**config.mk**
```make
export PLATFORM = sky130hd
export DESIGN_NAME = apb_slave_register_bank
export DESIGN_NICKNAME = d
export VERILOG_FILES = /design/src/rtl/apb_slave_register_bank.sv
export SDC_FILE = /design/constraint.sdc
export NUM_CORES = 1
export LEC_CHECK = 0
export CELL_PAD_IN_SITES_DETAIL_PLACEMENT = 0
export CELL_PAD_IN_SITES_GLOBAL_PLACEMENT = 1
export CORE_ASPECT_RATIO = 0.75
export CORE_MARGIN = 8
export CORE_UTILIZATION = 38
export CTS_CLUSTER_SIZE = 16
export DETAILED_ROUTE_END_ITERATION = 6
export GPL_ROUTABILITY_DRIVEN = 0
export PLACE_DENSITY_LB_ADDON = 0.1
export SYNTH_ARGS = -nofsm -noshare
export SYNTH_HDL_FRONTEND = slang
export SYNTH_SLANG_ARGS = --single-unit
```
**constraint.sdc**
```tcl
create_clock -name pclk -period 1.8 [get_ports pclk]
set_input_delay 0.36 -clock pclk [delete_from_list [all_inputs] [get_ports pclk]]
set_output_delay 0.36 -clock pclk [all_outputs]
set_load 0.01 [all_outputs]
```
**src/rtl/apb_slave_register_bank.sv**
```systemverilog
// APB completer: setup/access handshake, payload/size registers and saturating error counter.
// Optional wait states are enabled by defining APB_WAIT_STATE_EN (otherwise pready rises in the first access cycle).
module apb_slave_register_bank #(
  parameter int DATA_WIDTH  = 32,
  parameter int WAIT_CYCLES = 1
) (
  input  logic                  pclk,
  input  logic                  presetn,
  input  logic                  psel_x,
  input  logic                  penable,
  input  logic                  pwrite,
  input  logic [DATA_WIDTH-1:0] pwdata,
  input  logic [1:0]            write_select,
  input  logic [1:0]            read_select,
  input  logic                  pslverr_in,
  output logic [DATA_WIDTH-1:0] prdata,
  output logic                  pready,
  output logic                  pslverr,
  output logic [DATA_WIDTH-1:0] payload_lo,
  output logic [DATA_WIDTH-1:0] payload_hi,
  output logic [DATA_WIDTH-1:0] data_size,
  output logic                  payload_valid
);

  typedef enum logic {IDLE, ACCESS} state_t;

  state_t                state;
  logic [7:0]            err_count;
  logic                  cnt_zero;
  logic                  done;
  logic [DATA_WIDTH-1:0] rd_val;

`ifdef APB_WAIT_STATE_EN
  localparam logic [3:0] WAIT_LOAD = 4'(WAIT_CYCLES);

  logic [3:0] cnt;

  // Counter is reloaded on every setup, so an abort may leave it stale harmlessly.
  always_ff @(posedge pclk or negedge presetn) begin
    if (!presetn) begin
      cnt <= '0;
    end else if (state == IDLE) begin
      if (psel_x && !penable) cnt <= WAIT_LOAD;
    end else if (psel_x && penable && cnt != 4'd0) begin
      cnt <= cnt - 4'd1;
    end
  end

  assign cnt_zero = (cnt == 4'd0);
`else
  logic unused_wait;
  assign unused_wait = ^WAIT_CYCLES;
  assign cnt_zero    = 1'b1;
`endif

  assign pready  = (state == ACCESS) && cnt_zero;
  assign pslverr = pready && pslverr_in;
  assign done    = pready && psel_x && penable;

  always_comb begin
    rd_val = '0;
    case (read_select)
      2'd0: rd_val = {{(DATA_WIDTH-8){1'b0}}, err_count};
      2'd1: rd_val = payload_lo;
      2'd2: rd_val = payload_hi;
      2'd3: rd_val = data_size;
      default: rd_val = '0;
    endcase
  end

  always_ff @(posedge pclk or negedge presetn) begin
    if (!presetn) begin
      state         <= IDLE;
      prdata        <= '0;
      payload_lo    <= '0;
      payload_hi    <= '0;
      data_size     <= '0;
      err_count     <= '0;
      payload_valid <= 1'b0;
    end else begin
      payload_valid <= 1'b0;
      case (state)
        IDLE: begin
          if (psel_x && !penable) begin
            state  <= ACCESS;
            prdata <= (!pwrite && !pslverr_in) ? rd_val : '0;
          end
        end
        ACCESS: begin
          if (!psel_x) begin
            state <= IDLE;
          end else if (done) begin
            state <= IDLE;
            if (pslverr_in) begin
              if (err_count != 8'hFF) err_count <= err_count + 8'd1;
            end else if (pwrite) begin
              case (write_select)
                2'd0: payload_lo <= pwdata;
                2'd1: begin
                  payload_hi    <= pwdata;
                  payload_valid <= 1'b1;
                end
                2'd2: data_size <= pwdata;
                default: ;
              endcase
            end else if (read_select == 2'd0) begin
              err_count <= '0;
            end
          end
        end
        default: state <= IDLE;
      endcase
    end
  end

endmodule

```
==> results.json <==
{
  "die_x_um": 160.5,
  "wl_per_cell_um": 21.25,
  "worstMarginPinSlew_ps": 465.3,
  "report.power.total_mw": 8.136,
  "worstPathBufferInverterCount": 1,
  "path_max_fanout": 3,
  "die_y_um": 124.4,
  "final_core_util": 0.5733,
  "yosysTopAreaCell": "dfrtp_1",
  "rows": 39,
  "cp-start-kind": "flop",
  "r2r-start": "pready",
  "synth_ff_type": "dfrtp_1",
  "drc": 0,
  "firstDrtPassIters": 4,
  "slew_headroom": 0.6898,
  "async_flop_share": 1.000,
  "clock_latency_ps": 420,
  "io_buffers": 172,
  "htreeDepth": 4,
  "final_layout_size_suffix_gt1_frac": 0.3235,
  "crit_chain": "clkdlybuf4s50_1",
  "worstReg2RegEnd": "payload_lo[11]",
  "fmax_ghz": 0.5751,
  "diodes": 0,
  "synth_edf_count": 0,
  "root_buffer": "clkbuf_16",
  "hold_viol_final": 0,
  "synth_nets": 472,
  "initial_core_util": 0.3899,
  "slew_viol_final": 0,
  "synth_top_area_share": 0.5800,
  "cp.required_ps": 1440,
  "crit_slowest_cell": "clkdlybuf4s50_1",
  "grt_start_max_net_pins": 58,
  "yosysUniqueCellTypes": 37,
  "worst_ep_arrival_time_ps": 1380,
  "worstRegToRegCells": 5,
  "hold-path-endpoint": "pready",
  "place_inst": 812,
  "final_cells": 848,
  "cap_violations": 0,
  "ys_warn_count": 0,
  "fin_crit_ps": 1739,
  "critical_path_class": "reg -> out",
  "core_mm2": 0.01527,
  "setup_viol": 0,
  "synthCells": 429,
  "outcome": "completed",
  "cp_slowest_stage_delay_ps": 570,
  "grt_pass1_vias": 4857,
  "seq_area_frac_synth": 0.5800,
  "io-pin-count": 173,
  "rsz0062_at_grt": "false",
  "clkTransAtPathRegs_ps": 60,
  "avgSynthCellArea_um2": 13.88,
  "clockBufferDepth": 2,
  "clock_skew_ps": 14.16,
  "place_hpwl_um": 12670,
  "synth.area.top_cells": "dfrtp_1 58%, mux2_2 23%, a22oi_1 3.0%",
  "p_per_area_mw_per_mm2": 929.2,
  "cts_tree": "yes",
  "overflow": 0,
  "dieArea_mm2": 0.01997,
  "area_delta_synth_final_pct": 47.05,
  "ant_nets": 0,
  "hold_start": "penable",
  "hold_path_depth": 2,
  "n_fill_cell": 1242,
  "timing.final.crit_share": 0.9661,
  "clkSinkCount": 138,
  "antenna_found_initial": 0,
  "reg2reg_slack_ps": 120,
  "endpoint_kind": "output port",
  "leakagePower_nw": 3.963,
  "vias": 4403,
  "grt_usage": 0.1823,
  "viasPerCell": 5.192,
  "nNetsFinal": 673,
  "critPathTopFamily": "buffers and inverters",
  "wirelength_um": 18020,
  "syn_area_mm2": 0.005954,
  "ys_seq_elements": 138,
  "cts-buffers-inserted": 17,
  "grt_first_pass_wirelength_um": 28710,
  "vdd_drop_max_mv": 0.6943,
  "hold_class": "in -> reg",
  "hold-worst-slack_ps": 261.7,
  "drtIter0Drc": 219
}
-- synth_stat cells (2+ instances only) --
cell type and n:
nor2_1 4, nand3_1 5, a22o_1 9, nand4_1 2, and2_1 2, nor4_1 2, buf_4 3, a21oi_1 4
and3_1 3, a22oi_1 24, nor3_1 6, o21ai_0 6, nand2b_1 2, a31oi_1 2, mux2_1 2, inv_1 2
buf_2 10, dfrtp_1 138, nand2_1 30, mux2_2 119, o21ai_1 19, clkbuf_1 11, buf_6 3, mux4_2 8
-- sequential cells by signal, indices dropped and copies added (netlist names) --
register       cells
payload_valid      1
payload_lo        32
prdata            32
data_size         32
payload_hi        32
err_count          8
pready             1
-- worst max path at each step --
stage	start	end	cells past startpoint
finish	data_size[25]	data_size[25]	1
global route	payload_hi[10]	payload_hi[10]	1
CTS	penable	payload_lo[30]	5
detailed placement	penable	payload_lo[3]	5
global placement	penable	payload_lo[17]	5
floorplan	read_select[1]	err_count[5]	5
-- through the flow --
step | worst slack (ps) | instance area [um^2] | setup TNS (ps)
floorplan | 169.2 | 5954 | 0
global placement | -436.7 | 8122 | -42110
detailed placement | -501.8 | 8122 | -47640
CTS | 3.753 | 8711 | 0
global route | 1.790 | 8756 | 0
finish | 61.09 | 8756 | 0
-- area by class of cell --
type	instances	area, um^2	area share
multi-input cells	262	2366	0.2702
well taps	205	256.5	0.02929
clock inverters	13	143.9	0.01643
clock buffers	19	432.9	0.04944
repair buffers	209	2096	0.2394
flip-flops and latches	138	3453	0.3944
inverters	2	7.507	0.0008574
-- where the power goes --
group	leakage, nW	internal [mW]	switching, mW
Sequential	1.89	3.31	0.177
Clock	0.270	2.05	1.40
Combinational	1.80	0.702	0.488
Total	3.96	6.07	2.07
-- cells by family after synthesis --
group	after synthesis	share of synthesized area
flip-flops	138	0.5800
multiplexers	129	0.2591
AO/OA/AOI/OAI	71	0.08069
AND/OR/NAND/NOR	61	0.05211
buffers and inverters	29	0.02606
adder cells (fa/ha/maj)	1	0.002101
-- cell usage in the layout, fill, tap and decap left out, drive strengths merged --
master           n
dlygate4sd2      1
a221o            1
o21a             1
buf             39
nand4            2
a211o            1
nor4             3
o21ai           26
inv              5
mux4             8
and2             2
clkbuf          19
bufinv           2
nor3             6
ha               1
o21ba            1
o22a             1
a22oi           24
and3             3
nor2b            2
nor2             4
a31oi            2
a21oi            4
or3              1
or4              1
dlymetal6s2s     3
clkdlybuf4s50  165
dlygate4sd3      1
mux2           121
clkinvlp         4
clkinv           4
dfrtp          138
a22o             9
nand2b           2
a21bo            1
nand2           30
nand3            5
-- repair_timing --
item                                   in CTS  in global routing
hold buffers                                1                  0
gates resized for setup                     2                  7
pin swaps                                   1                  1
buffers inserted                            0                  2
setup endpoints to repair                  33                 84
gates cloned                                0                  1
endpoints found under the hold margin      30                  0
-- per-layer routing --
metal	GRT usage	vias to the layer above	share of wire
met3	0.05911	14	0.074
met5	0	-	0
met1	0.2365	2261	0.45
met2	0.2855	142	0.46
met4	0.05482	0	0.0085
li1	-	1986	-
(Power assumes the default switching activity.)
